`src/rtl/rca_seq_ctrl.sv`:
```
// Multi-cycle WIDTH-bit add/subtract built on one shared 4-bit ripple-carry adder.
// Operands are consumed one nibble per clock, LSB first, with the carry held in a register.

module rca (
    input  logic [3:0] a,
    input  logic [3:0] b,
    input  logic       cin,
    output logic [3:0] sum,
    output logic       cout
);
    logic [4:0] w_c;

    assign w_c[0] = cin;

    for (genvar i = 0; i < 4; i++) begin : g_bit
        assign sum[i]   = a[i] ^ b[i] ^ w_c[i];
        assign w_c[i+1] = (a[i] & b[i]) | (w_c[i] & (a[i] ^ b[i]));
    end

    assign cout = w_c[4];
endmodule

// WIDTH must be a multiple of 4 and at least 4.
module rca_seq_ctrl #(
    parameter int WIDTH = 16
) (
    input  logic             clk,
    input  logic             rst_n,
    input  logic             start,
    input  logic [WIDTH-1:0] a,
    input  logic [WIDTH-1:0] b,
    input  logic             cin,
    input  logic             sub,
    output logic             busy,
    output logic             done,
    output logic [WIDTH-1:0] sum,
    output logic             cout,
    output logic             ovf,
    output logic [1:0]       dbg_state
);
    localparam int NSLICE = WIDTH / 4;
    localparam int KW     = (NSLICE > 1) ? $clog2(NSLICE) : 1;

    typedef enum logic [1:0] {
        S_IDLE = 2'd0,
        S_RUN  = 2'd1,
        S_DONE = 2'd2
    } state_t;

    state_t           r_state;
    logic [WIDTH-1:0] r_a_w;
    logic [WIDTH-1:0] r_b_w;
    logic [WIDTH-1:0] r_res;
    logic             r_carry;
    logic [KW-1:0]    r_k;
    logic             r_a_msb;
    logic             r_eff_b_msb;
    logic [WIDTH-1:0] r_sum;
    logic             r_cout;
    logic             r_ovf;

    logic [3:0]       w_rca_sum;
    logic             w_rca_cout;
    logic [WIDTH-1:0] w_res_next;
    logic             w_last;

    rca u_rca (
        .a    (r_a_w[3:0]),
        .b    (r_b_w[3:0]),
        .cin  (r_carry),
        .sum  (w_rca_sum),
        .cout (w_rca_cout)
    );

    // Each new nibble enters at the top, so after NSLICE shifts the LSB slice sits at bit 0.
    if (WIDTH == 4) begin : g_one_slice
        assign w_res_next = w_rca_sum;
    end else begin : g_multi_slice
        assign w_res_next = {w_rca_sum, r_res[WIDTH-1:4]};
    end

    assign w_last = (r_k == KW'(NSLICE - 1));

    always_ff @(posedge clk or negedge rst_n) begin
        if (!rst_n) begin
            r_state     <= S_IDLE;
            r_a_w       <= '0;
            r_b_w       <= '0;
            r_res       <= '0;
            r_carry     <= 1'b0;
            r_k         <= '0;
            r_a_msb     <= 1'b0;
            r_eff_b_msb <= 1'b0;
            r_sum       <= '0;
            r_cout      <= 1'b0;
            r_ovf       <= 1'b0;
        end else begin
            case (r_state)
                S_IDLE: begin
                    if (start) begin
                        // Subtraction is A + ~B + 1, so cin is replaced by the forced 1.
                        r_a_w       <= a;
                        r_b_w       <= sub ? ~b : b;
                        r_carry     <= sub ? 1'b1 : cin;
                        r_a_msb     <= a[WIDTH-1];
                        r_eff_b_msb <= sub ? ~b[WIDTH-1] : b[WIDTH-1];
                        r_k         <= '0;
                        r_state     <= S_RUN;
                    end
                end
                S_RUN: begin
                    r_a_w   <= r_a_w >> 4;
                    r_b_w   <= r_b_w >> 4;
                    r_res   <= w_res_next;
                    r_carry <= w_rca_cout;
                    r_k     <= r_k + 1'b1;
                    if (w_last) begin
                        r_sum   <= w_res_next;
                        r_cout  <= w_rca_cout;
                        r_ovf   <= (r_a_msb == r_eff_b_msb) && (w_res_next[WIDTH-1] != r_a_msb);
                        r_state <= S_DONE;
                    end
                end
                S_DONE: begin
                    r_state <= S_IDLE;
                end
                default: begin
                    r_state <= S_IDLE;
                end
            endcase
        end
    end

    assign busy      = (r_state != S_IDLE);
    assign done      = (r_state == S_DONE);
    assign sum       = r_sum;
    assign cout      = r_cout;
    assign ovf       = r_ovf;
    assign dbg_state = r_state;
endmodule

```
`config.mk`:
```
export PLATFORM = sky130hd
export DESIGN_NAME = rca_seq_ctrl
export DESIGN_NICKNAME = d
export VERILOG_FILES = /design/src/rtl/rca_seq_ctrl.sv
export SDC_FILE = /design/constraint.sdc
export NUM_CORES = 1
export LEC_CHECK = 0
export ABC_AREA = 1
export BUFFER_PORTS_ARGS = -buffer_cell sky130_fd_sc_hd__buf_2
export CORE_UTILIZATION = 60
export CTS_CLUSTER_DIAMETER = 40
export DETAILED_ROUTE_END_ITERATION = 10
export GPL_ROUTABILITY_DRIVEN = 1
export MAX_ROUTING_LAYER = met4
export PLACE_DENSITY = 0.85
export SKIP_LAST_GASP = 1
export SLEW_MARGIN = 10
export SYNTH_ARGS = -nofsm -noshare
export SYNTH_HDL_FRONTEND = slang
export SYNTH_SLANG_ARGS = --single-unit
```
`constraint.sdc`:
```
create_clock -name clk -period 5.9 [get_ports clk]
set_clock_uncertainty 0.1 [all_clocks]
set_input_delay 0.59 -clock clk [delete_from_list [all_inputs] [get_ports clk]]
set_output_delay 0.59 -clock clk [all_outputs]
set_load 0.01 [all_outputs]
```
Word level (Yosys, flattened, before mapping) --
Cells that the tools add are included.
Storage, ports and cells: flip-flop bits (word level) 73, logic and storage cells 63
Operators by class: add/subtract/negate cells 1, equality and inequality tests 7, mux-type cells 14, bitwise logic cells 22, reductions and logical operators 8
Operators by type and width (count):
- $pmux 16 s2 | 2
- $mux 16 | 3
- $not 16->16 | 1
- $and 1x1->1 | 8
- $pmux 2 s2 | 2
- $reduce_and 2->1 | 4
- $xor 1x1->1 | 8
- $mux 2 | 3
- $eq 2x2->1 const B | 2
- $ne 2x2->1 const B | 2
- $or 1x1->1 | 4
- $reduce_bool 2->1 | 2
- $mux 1 | 3
- $add 2x1->2 const B | 1
- $eq 2x1->1 const B | 1
- $logic_not 2->1 | 1
- $pmux 1 s2 | 1
- $eq 1x1->1 | 1
- $logic_and 1x1->1 | 1
- $ne 1x1->1 | 1
- $not 1->1 | 1

Longest topological paths before layout --
Gate-level depths: netlist of the first run.
word-level depth 10, gate-level depth with buffers 12, depth with buffers taken out 12

By module --
Synthesis of the first run repeated with hierarchy kept, for this count alone.
Second synthesis, totals: cells, all modules 414, area, all modules 3254.4 µm²
By module, submodules not included:
- rca_seq_ctrl | instances 1, cells each 400, area each 3136.8 µm², seq. area each 1726.7 µm²
- rca | instances 1, cells each 14, area each 117.6 µm², seq. area each 0.0 µm²

Worst setup path before layout of the first run --
OpenSTA, ideal clock, no wires.
path type reg2reg, start register r_a_w[0], end register r_ovf, in the netlist ovf, library setup time 116 ps, arrival 2121 ps, required time 5684 ps, setup slack 3563 ps, cell stages (with the launch flop) 12, path buffers 0, path through dfrtp_1 -> fa_1 -> inv_1 -> fa_1 -> inv_1 -> fa_1 -> inv_1 -> fa_1 -> nand3_1 -> nand2_1 -> nand2_1 -> nand2_1
On the way: cells in the longest elaborated chain, start to end 10
Ends and longest elaborated chain:
- start, declared | line 51 | logic [WIDTH-1:0] r_a_w;
- start signal, assigned | line 112 | r_a_w <= r_a_w >> 4;
- $xor 1x1->1 | line 17 | assign w_c[i+1] = (a[i] & b[i]) | (w_c[i] & (a[i] ^ b[i]));
- $and 1x1->1 | line 17
- $or 1x1->1 (*) | line 17
- $and 1x1->1 (*) | line 17
- $or 1x1->1 (*) | line 17
- $and 1x1->1 (*) | line 17
- $or 1x1->1 (*) | line 17
- $xor 1x1->1 (*) | line 16 | assign sum[i] = a[i] ^ b[i] ^ w_c[i];
- $ne 1x1->1 (*) | line 120 | r_ovf <= (r_a_msb == r_eff_b_msb) && (w_res_next[WIDTH-1] != r_a_msb);
- $logic_and 1x1->1 (*) | line 120
- end signal, assigned | line 120
- end, declared | line 60 | logic r_ovf;
Every way passes the cells marked *; elsewhere a longest branch is shown, timed or not. A chain may end at the register's enable or synchronous reset.

Worst setup path in the final report of the first run --
Same ends and word-level chain as after synthesis.

==> results of run 1 <==
## synth_stat cells
library cell    n
buf_2          11
buf_4           5
buf_6           2
clkbuf_1        1
dfrtp_1        69
fa_1            4
ha_1            1
inv_1          35
inv_2           2
inv_4           1
nand2_1       210
nand2_2         3
nand3_1        27
nor2_1          3
nor2_4          2
o21ai_0        15
o21ai_1        13
o21ai_4         1
or2_2           1
xor2_1          3
## sequential cells by signal, summed over array words and instances, names as in the netlist, 2 cells and up
name	flops
r_a_w	16
r_b_w	16
sum	16
r_res	12
dbg_state	2
r_k	2
## critical path, stage by stage (launching register included)
cell     delay, ns
dfrtp_1       0.40
fa_1          0.41
inv_1         0.07
fa_1          0.15
inv_1         0.05
fa_1          0.35
inv_1         0.07
fa_1          0.46
nand3_1       0.11
nand2_1       0.05
nand2_1       0.06
nand2_1       0.05
## report_power, final
part           switching [mW]  total, mW  internal (mW)  leakage (nW)
sequential              0.134      0.808          0.674         0.885
clock                   0.180      0.329          0.149        0.0808
combinational           0.443      0.689          0.246          1.14
total                   0.757       1.83           1.07          2.11
## metal layers
metal / vias to the layer above / share of wire, % / global-route usage [%]
met2: 77 / 48 / 43.4
met4: 0 / 1.9 / 10.5
li1: 1347 / - / -
met5: - / 0 / -
met1: 1191 / 45 / 31.6
met3: 14 / 4.9 / 6.22
## metrics by stage
step           cell area (um2)  power, mW
6_report                  3680       1.83
5_1_grt                   3680       2.00
2_1_floorplan             3250       1.33
3_3_place_gp              3510       1.47
3_5_place_dp              3510       1.51
4_1_cts                   3680       1.84
## cells by family (layout without fill, tap and decap cells)
logic type               after synthesis  count (layout)
AND/OR/NAND/NOR                      246             246
flip-flops                            69              69
buffers and inverters                 57             113
AO/OA/AOI/OAI                         29              29
adder cells (fa/ha/maj)                5               5
XOR/XNOR                               3               3
## area by class of cell
class,count,area (um2)
repair buffers,59,298
multi-input cells,283,1260
fillers,423,1490
flip-flops and latches,69,1730
inverters,38,145
clock buffers,9,124
clock inverters,7,42.5
well taps,70,87.6
## final timing paths
path / end / slack [ns] / cells after the start
worst min-delay path: r_b_w[9] / 0.33 / 2
max in group asynchronous: r_res[13] / 4.82 / 2
worst max-delay path: ovf / 3.47 / 11
worst min register to register: sum[3] / 0.37 / 2
worst max register to register: ovf / 3.47 / 11
min in group clk: r_a_w[12] / 0.34 / 3
## layout by cell type, fill, tap and decap left out
cell,count
nor2_1,3
clkbuf_8,9
or2_2,1
inv_1,35
nand2_1,210
o21ai_0,15
clkinvlp_4,3
inv_2,2
clkinv_2,4
o21ai_1,13
fa_1,4
inv_4,1
buf_2,58
nand2_2,3
ha_1,1
o21ai_4,1
buf_4,1
nor2_4,2
nand3_1,27
xor2_1,3
dfrtp_1,69
==> qor.yml, run 1 <==
synth:
  ys_warn_count: 0
  postSynthAreaPerCell_um2: 7.94
  synth_top_area_cell: "dfrtp_1"
  ys_ff_latch: 69
  synthCells: 409
  synth_compound_area_share_pct: 4.82
  yosysSeqAreaShare_pct: 53.2
  synth_area_um2: 3250
  synth-adder-area-share_pct: 2.85
  yosys.area_share.simple_pct: 30.2
  ys_types: 20
  synth_top_family_by_area: "simple AND/OR/NAND/NOR gates"
  synthTopCellsByArea: "dfrtp_1 (53%), nand2_1 (24%), nand3_1 (4.2%)"
  synth.mux.area_fraction_pct: 0
  syn-num-nets: 451
  synth.top_cell.area_share_pct: 53.2
  synth-xor-area-share_pct: 0.809
setup_path:
  r2r_start: "r_a_w[0]"
  worstPathRequired_ns: 6.04
  startpoint_type: "flip-flop"
  crit_type: "flip-flop to flip-flop"
  path_max_fanout: 4
  end_kind: "flip-flop"
  worstPathArrival_ns: 2.57
  crit_start: "r_a_w[0]"
power_and_ir_drop:
  ir_drop_mv: 0.313
  cellPowerDensity_nw_per_um2: 496
  power.leakage_nw: 2.11
timing:
  min_period_ns: 2.43
  maxSlewViolCount: 0
  fin_crit_sh_pct: 41.1
  worst_slew_pin_slew_ns: 0.884
  rsz0062_at_grt: "no"
  timing.hold.ws_ns: 0.326
  setup_viol_count_final: 0
  final_hold_viol_count: 0
  setup-tns-final_ns: 0
  relSlewSlack_pct: 40.8
  worst_slack_ns: 3.47
  max_freq_mhz: 412
finish:
  finalNonFillerCells: 535
  antenna_cells: 0
  syn2layout_area_growth_pct: 13.3
  fin_nets: 502
  post-route-util_pct: 71.2
  drive_gt1_share_pct: 18.3
detailed_routing:
  post_drt_wl_per_cell_um: 11.8
  drt_wl_total_um: 6300
  first_pass_iters: 7
  avgViaCountPerCell: 4.91
  drt_iter0_markers: 158
  ant_nets: 0
  vias: 2629
  drc: 0
clock_tree:
  tritoncts: "done"
  post_cts_buffers: 0
  insertion_delay_ns: 0.35
  clock-sinks: 69
  clk_pin_slew_worst_paths_ns: 0.07
  cts_root_buf: "clkbuf_8"
  numCtsBuffers: 9
  cts_resized: 0
  cts_hold_buffers: 0
  clock_path_buffers: 2
  cts_max_level: 3
job:
  drv_cap: 0
floorplanning:
  start_util_pct: 62.8
  dieHeight_um: 75.6
  placementRows: 26
  fp.dieW_um: 75.6
  die_area_um2: 5710
  core_area_um2: 5170
  ioPinCount: 59
global_routing:
  antenna_found_initial: 0
  grt-ovfl-total: 0
  grt_pass1_wl_um: 10700
  grt_pass1_vias: 2494
  grt_max_degree: 70
  track_usage_pct: 26.4
placed_design:
  finalWeightedCongestion: 0.785
  dp_slack_ns: 3.46
  dpl.cell_count: 519
  port_buffers: 58
  dp_hpwl_um: 4160
status:
  status: "completed"
worst_hold_path:
  min-delay-path-class: "primary input to async pin"
Power figures use the tool's default switching activity.
==> run 2, diff against run 1 <==
--- a/config.mk
+++ b/config.mk
@@ -7,12 +7,12 @@
 export LEC_CHECK = 0
 export ABC_AREA = 1
 export BUFFER_PORTS_ARGS = -buffer_cell sky130_fd_sc_hd__buf_2
-export CORE_UTILIZATION = 60
+export CORE_UTILIZATION = 55
 export CTS_CLUSTER_DIAMETER = 40
 export DETAILED_ROUTE_END_ITERATION = 10
 export GPL_ROUTABILITY_DRIVEN = 1
 export MAX_ROUTING_LAYER = met4
-export PLACE_DENSITY = 0.85
+export PLACE_DENSITY = 0.79
 export SKIP_LAST_GASP = 1
 export SLEW_MARGIN = 10
 export SYNTH_ARGS = -nofsm -noshare
==> constraint.sdc (replaced) <==
create_clock -name clk -period 2.4 [get_ports clk]
set_clock_uncertainty 0.1 [all_clocks]
set_input_delay 0.24 -clock clk [delete_from_list [all_inputs] [get_ports clk]]
set_output_delay 0.24 -clock clk [all_outputs]
set_load 0.01 [all_outputs]
==> qor.yml, run 2 (same netlist as run 1, synthesis figures left out) <==
finish:
  finalNonFillerCells: 547  # +2.2%
  antenna_cells: 0  # unchanged
  drive_gt1_share_pct: 20.0  # +1.7 points
  layout_commonest_cell: "nand2_1"
  fin_nets: 512  # +2.0%
  post-route-util_pct: 69.1  # -2.1 points
  final_cell_mix: "nand2_1 (210), dfrtp_1 (69), buf_2 (58)"
  syn2layout_area_growth_pct: 19.3
detailed_routing:
  drc: 0  # unchanged
  post_drt_wl_per_cell_um: 12.2  # +3.9%
  ant_nets: 0  # unchanged
  drt_iter0_markers: 141  # -11%
  drt_wl_total_um: 6690  # +6.3%
  vias: 2703  # +2.8%
  first_pass_iters: 5  # -2
  avgViaCountPerCell: 4.94  # +0.56%
setup_path:
  worstPathArrival_ns: 2.55  # -0.02 ns
  path_max_fanout: 4  # unchanged
  reg2reg_depth: 11  # unchanged
  crit_type: "flip-flop to flip-flop"
  slowest_delay_ns: 0.45  # about the same
  path_cells: "fa_2, inv_2, fa_2, inv_1, fa_2, inv_2, fa_1, nand3_1, nand2_1, nand2_1, nand2_1"
  slowest_stage: "fa_1"
  r2r_start: "r_carry"
  worstPathRequired_ns: 2.54  # -3.50 ns
  reg2reg_to: "ovf"
  r2r_slack_ns: -0.01  # -3.49 ns
  end_kind: "flip-flop"
  startpoint_type: "flip-flop"
power_and_ir_drop:
  ir_drop_mv: 0.730  # +130%
  cellPowerDensity_nw_per_um2: 1280  # +160%
  p_total_mw: 4.95  # +170%
  power.leakage_nw: 2.20  # +4.1%
status:
  status: "finished, violations left"
  violations: "negative setup slack"
clock_tree:
  tritoncts: "done"
  cts_root_buf: "clkbuf_8"
  clock_path_buffers: 2  # unchanged
  numCtsBuffers: 9  # unchanged
  cts_max_level: 3  # unchanged
  clk_pin_slew_worst_paths_ns: 0.08  # about the same
  clock-sinks: 69  # unchanged
  insertion_delay_ns: 0.34  # about the same
floorplanning:
  dieHeight_um: 78.9  # +4.3%
  start_util_pct: 57.9  # -4.9 points
  ioPinCount: 59  # unchanged
  die_area_um2: 6220  # +8.9%
  placementRows: 27  # +3.8%
  fp.dieW_um: 78.9  # +4.3%
  core_area_um2: 5610  # +8.4%
worst_hold_path:
  holdPathEnd: "r_a_msb"
  min-delay-path-class: "primary input to flip-flop"
  hold_path.startpoint: "a[15]"
  min_path_cells: 3
timing:
  relSlewSlack_pct: 55.8  # +15 points
  final_hold_viol_count: 0  # unchanged
  fin_crit_sh_pct: 101  # +59 points
  worst_slew_pin_slew_ns: 0.662  # -0.222 ns
  min_period_ns: 2.41  # -0.0140 ns
  maxSlewViolCount: 0  # unchanged
  rsz0062_at_grt: "yes"
  setup_viol_count_final: 1  # +1
  worst_slack_ns: -0.0121  # -3.49 ns
  setup-tns-final_ns: -0.0121  # -0.0121 ns
  max_freq_mhz: 415  # +0.58%
  timing.hold.ws_ns: 0.0332  # -0.293 ns
job:
  drv_cap: 0  # unchanged
placed_design:
  finalWeightedCongestion: 0.819  # +4.3%
  port_buffers: 58  # unchanged
  dp_hpwl_um: 4460  # +7.2%
  dpl.cell_count: 524  # +0.96%
global_routing:
  grt_pass1_wl_um: 11200  # +4.1%
  grt_pass1_vias: 2475  # -0.76%
  grt-ovfl-total: 0  # unchanged
  antenna_found_initial: 0  # unchanged
  track_usage_pct: 24.3  # -2.1 points
  grt_max_degree: 41  # -41%
## run 2: repair_timing
action	4_1_cts	5_1_grt
hold buffers	4	0
gates resized for setup	2	3
endpoints found under the hold margin	32	0
pin swaps	2	2
setup buffers	1	2
setup endpoints to repair	1	2
## run 2: final cells by class
class / count / area, um2
inverters: 38 / 145
flip-flops and latches: 69 / 1730
repair buffers: 69 / 408
clock inverters: 6 / 111
well taps: 72 / 90.1
fillers: 467 / 1730
multi-input cells: 283 / 1260
clock buffers: 10 / 128
## run 2: worst max-delay path: cells and delay by family (launching register included)
family | cells | cell delay [ns]
and+or+nand+nor | 4 | 0.30
buffers and inverters | 3 | 0.17
adders and majority gates | 4 | 1.35
DFF | 1 | 0.40
## run 2: report_power, final
part           switching (mW)  internal, mW  leakage (nW)
registers               0.282          1.66         0.885
logic                    1.17         0.707          1.19
clock network           0.442         0.690         0.116
## run 2: routing by layer
metal / part of all wire [%] / GRT usage (%) / wire length (um) / up-vias
met5: 0 / - / 0 / -
met4: 1.7 / 7.45 / 116 / 0
met3: 5.1 / 7.24 / 342 / 13
met2: 49 / 38.8 / 3280 / 80
met1: 44 / 30.2 / 2950 / 1248
li1: - / - / - / 1362
## run 2: stage by stage
stage	cell area [um2]	setup WS (ns)
4_1_cts	3860	0.0237
3_3_place_gp	3560	0.0161
5_1_grt	3870	-0.155
3_5_place_dp	3560	-0.0555
2_1_floorplan	3250	0.0629
6_report	3870	-0.0121
## run 2: worst max path at each step
| stage | endpoint | slack, ns | cells after the start | from |
|---|---|---|---|---|
| after floorplan | ovf | 0.06 | 11 | r_a_w[0] |
| after global placement | ovf | 0.02 | 11 | r_a_w[0] |
| after detailed placement | ovf | -0.06 | 11 | r_a_w[0] |
| after CTS | ovf | 0.02 | 11 | r_a_w[0] |
| after global routing | ovf | -0.15 | 12 | r_carry |
| final | ovf | -0.01 | 11 | r_carry |
==> run 3, diff against run 2 <==
--- a/config.mk
+++ b/config.mk
@@ -5,7 +5,7 @@
 export SDC_FILE = /design/constraint.sdc
 export NUM_CORES = 1
 export LEC_CHECK = 0
-export ABC_AREA = 1
+export ABC_CLOCK_PERIOD_IN_PS = 2400
 export BUFFER_PORTS_ARGS = -buffer_cell sky130_fd_sc_hd__buf_2
 export CORE_UTILIZATION = 55
 export CTS_CLUSTER_DIAMETER = 40
==> qor.yml, run 3 <==
clock_tree:
  clk_pin_slew_worst_paths_ns: 0.07  # about the same
  tritoncts: "done"
  cts_max_level: 3  # unchanged
  insertion_delay_ns: 0.34  # about the same
  cts_root_buf: "clkbuf_8"
  clock_path_buffers: 2  # unchanged
  clock-sinks: 69  # unchanged
  numCtsBuffers: 9  # unchanged
detailed_routing:
  drt_wl_total_um: 6740  # +0.66%
  avgViaCountPerCell: 5.44  # +10%
  drt_iter0_markers: 120  # -15%
  drc: 0  # unchanged
  vias: 2401  # -11%
  post_drt_wl_per_cell_um: 15.3  # +25%
  first_pass_iters: 4  # -1
  ant_nets: 0  # unchanged
timing:
  relSlewSlack_pct: 23.6  # -32 points
  worst_slew_pin_slew_ns: 1.14  # +0.481 ns
  rsz0062_at_grt: "yes"
  min_period_ns: 2.52  # +0.108 ns
  final_hold_viol_count: 0  # unchanged
  timing.hold.ws_ns: 0.0204  # -0.0128 ns
  worst_slack_ns: -0.120  # -0.108 ns
  maxSlewViolCount: 0  # unchanged
  fin_crit_sh_pct: 105  # +4.5 points
  max_freq_mhz: 397  # -4.3%
  setup_viol_count_final: 1  # unchanged
power_and_ir_drop:
  pwr-share-comb_pct: 38.4  # +0.5 points
  cellPowerDensity_nw_per_um2: 1350  # +5.5%
  p_seq_share_pct: 39.4  # +0.2 points
  p_total_mw: 5.17  # +4.4%
  p_int_mw: 3.31  # +8.3%
  clkPwrFrac_pct: 22.3  # -0.6 points
  power.leakage_nw: 1.88  # -14%
  p_sw_share_pct: 36.0  # -2.3 points
  power_switching_mw: 1.86  # -2.0%
  ir_drop_mv: 0.793  # +8.7%
synth:
  synthArstFlopShare_pct: 100  # unchanged
  synth.top_cell.area_share_pct: 55.2  # +2.1 points
  synthTopCellsByCount: "dfrtp_1 (69), nand2_1 (67), o21ai_0 (25)"
  yosysSeqAreaShare_pct: 55.2  # +2.1 points
  synth_edf_count: 0  # unchanged
  ys.flop_type: "dfrtp_1"
  synthCells: 295  # -28%
  postSynthAreaPerCell_um2: 10.6  # +33%
  ys_types: 33  # +65%
  yosysMostFrequentCell: "dfrtp_1"
  ys_warn_count: 0  # unchanged
  synth_top_area_cell: "dfrtp_1"
  synth_area_um2: 3130  # -3.7%
  synthTopCellsByArea: "dfrtp_1 (55%), nand2_1 (8.0%), mux2_2 (5.0%)"
  ys_ff_latch: 69  # unchanged
  syn-num-nets: 337  # -25%
setup_path:
  startpoint_type: "flip-flop"
  slowest_delay_ns: 0.42  # -0.03 ns
  path_cells: "fa_2, inv_2, fa_2, inv_1, fa_2, inv_2, fa_1, or3_1, a31oi_1"
  path_depth: 9  # -2
  critPathTopFamily: "adder cells"
  crit_type: "flip-flop to flip-flop"
  r2r_slack_ns: -0.12  # -0.11 ns
  end_kind: "flip-flop"
  slowest_stage: "fa_1"
  crit_start: "r_carry"
  r2r_start: "r_carry"
  worstPathRequired_ns: 2.57  # +0.03 ns
  worstPathArrival_ns: 2.69  # +0.14 ns
  worst_path_most_repeated_cell: "fa_2"
  path_buf_inv: 3  # unchanged
  path_max_fanout: 2  # -2
  reg2reg_depth: 9  # -2
global_routing:
  grt_pass1_wl_um: 11300  # +0.99%
  antenna_found_initial: 0  # unchanged
  track_usage_pct: 25.6  # +1.2 points
  grt-ovfl-total: 0  # unchanged
  grt_pass1_vias: 2358  # -4.7%
  grt_max_degree: 30  # -27%
finish:
  antenna_cells: 0  # unchanged
  fillCellCount: 413  # -12%
  syn2layout_area_growth_pct: 22.5
  final_cell_mix: "dfrtp_1 (69), nand2_1 (67), buf_2 (58)"
  drive_gt1_share_pct: 31.2  # +11 points
  fin_nets: 406  # -21%
  layout_commonest_cell: "dfrtp_1"
worst_hold_path:
  hold_path.startpoint: "a[15]"
  min-delay-path-class: "primary input to flip-flop"
  min_path_cells: 3  # unchanged
floorplanning:
  die_area_um2: 5990  # -3.6%
  core_area_um2: 5510  # -1.8%
  placementRows: 27  # unchanged
  start_util_pct: 56.8  # -1.1 points
  ioPinCount: 59  # unchanged
  fp.dieW_um: 77.4  # -1.8%
  dieHeight_um: 77.4  # -1.8%
placed_design:
  finalWeightedCongestion: 0.807  # -1.4%
  dp_hpwl_um: 4610  # +3.5%
  dp_slack_ns: -0.157  # -0.102 ns
  port_buffers: 58  # unchanged
job:
  drv_cap: 0  # unchanged
status:
  status: "finished, violations left"
  violations: "negative setup slack"
run 3: cell count changes in the layout (fill, tap and decap cells not counted), moves of 11 or more:
cell / delta
buf_4: +11
nand3_1: -18
nand2_1: -143
o21ai_1: -12
a22oi_1: +14
inv_1: -24
xnor2_1: +11
mux2_2: +14
run 3: stage by stage:
stage          util (%)  cells  area [um2]  TNS (ns)
5_1_grt            69.6    441        3830    -0.345
3_3_place_gp       64.1    420        3530   -0.0772
6_report           69.6    441        3830    -0.120
2_1_floorplan         -    295        3130   -0.0978
3_5_place_dp       64.1    420        3530    -0.157
4_1_cts            69.5    441        3830    -0.143
run 3: logic make-up after synthesis:
group / synth area share, %
xor gates and xnor gates: 4.48
and+or+nand+nor: 13.3
DFF: 55.2
adders and majority gates: 2.96
buffers and inverters: 5.00
AOI/OAI and AO/OA: 14.0
muxes: 5.04
run 3: repair_timing:
action / in CTS / in global routing
setup endpoints to repair: 2 / 3
pin swaps: 4 / 3
resized for setup: 0 / 3
setup buffers: 1 / 0
endpoints found under the hold margin: 25 / 0
hold buffers: 4 / 0
run 3: routing by layer:
| layer | track usage, % | share of wire [%] | vias to the layer above |
|---|---|---|---|
| met3 | 4.35 | 3.5 | 11 |
| met5 | - | 0 | - |
| met4 | 11.5 | 2.2 | 0 |
| met1 | 31.7 | 43 | 1181 |
| li1 | - | - | 1141 |
| met2 | 41.4 | 51 | 68 |
run 3: path summary, 6_finish.rpt:
| path | end |
|---|---|
| max | ovf |
| min | r_a_msb |
| max reg2reg | ovf |
| min reg2reg | r_res[4] |
| max in group asynchronous | r_b_w[2] |
| min in group asynchronous | r_res[13] |
run 3: layout make-up:
class,count,area [um2],area share [%]
clock inverter,6,110,2.87
sequential,69,1730,45.1
multi-input combinational,194,1250,32.8
timing repair buffer,79,470,12.3
tap,72,90.1,2.35
inverter,11,41.3,1.08
clock buffer,10,138,3.59
run 3: power by group through the flow:
stage          combinational, mW  clock [mW]  sequential, mW
6_report                    1.98        1.15            2.03
5_1_grt                     2.23        1.21            2.10
4_1_cts                     1.98        1.17            2.03
3_5_place_dp                1.94           0            2.05
3_3_place_gp                1.87           0            2.02
2_1_floorplan               1.28           0            2.02
run 3: worst register-to-register path, delay by kind of cell (launching register included):
family | cells | cell delay [ns]
adders and majority gates | 4 | 1.33
DFF | 1 | 0.41
buffers and inverters | 3 | 0.17
AOI/OAI and AO/OA | 1 | 0.13
and+or+nand+nor | 1 | 0.32
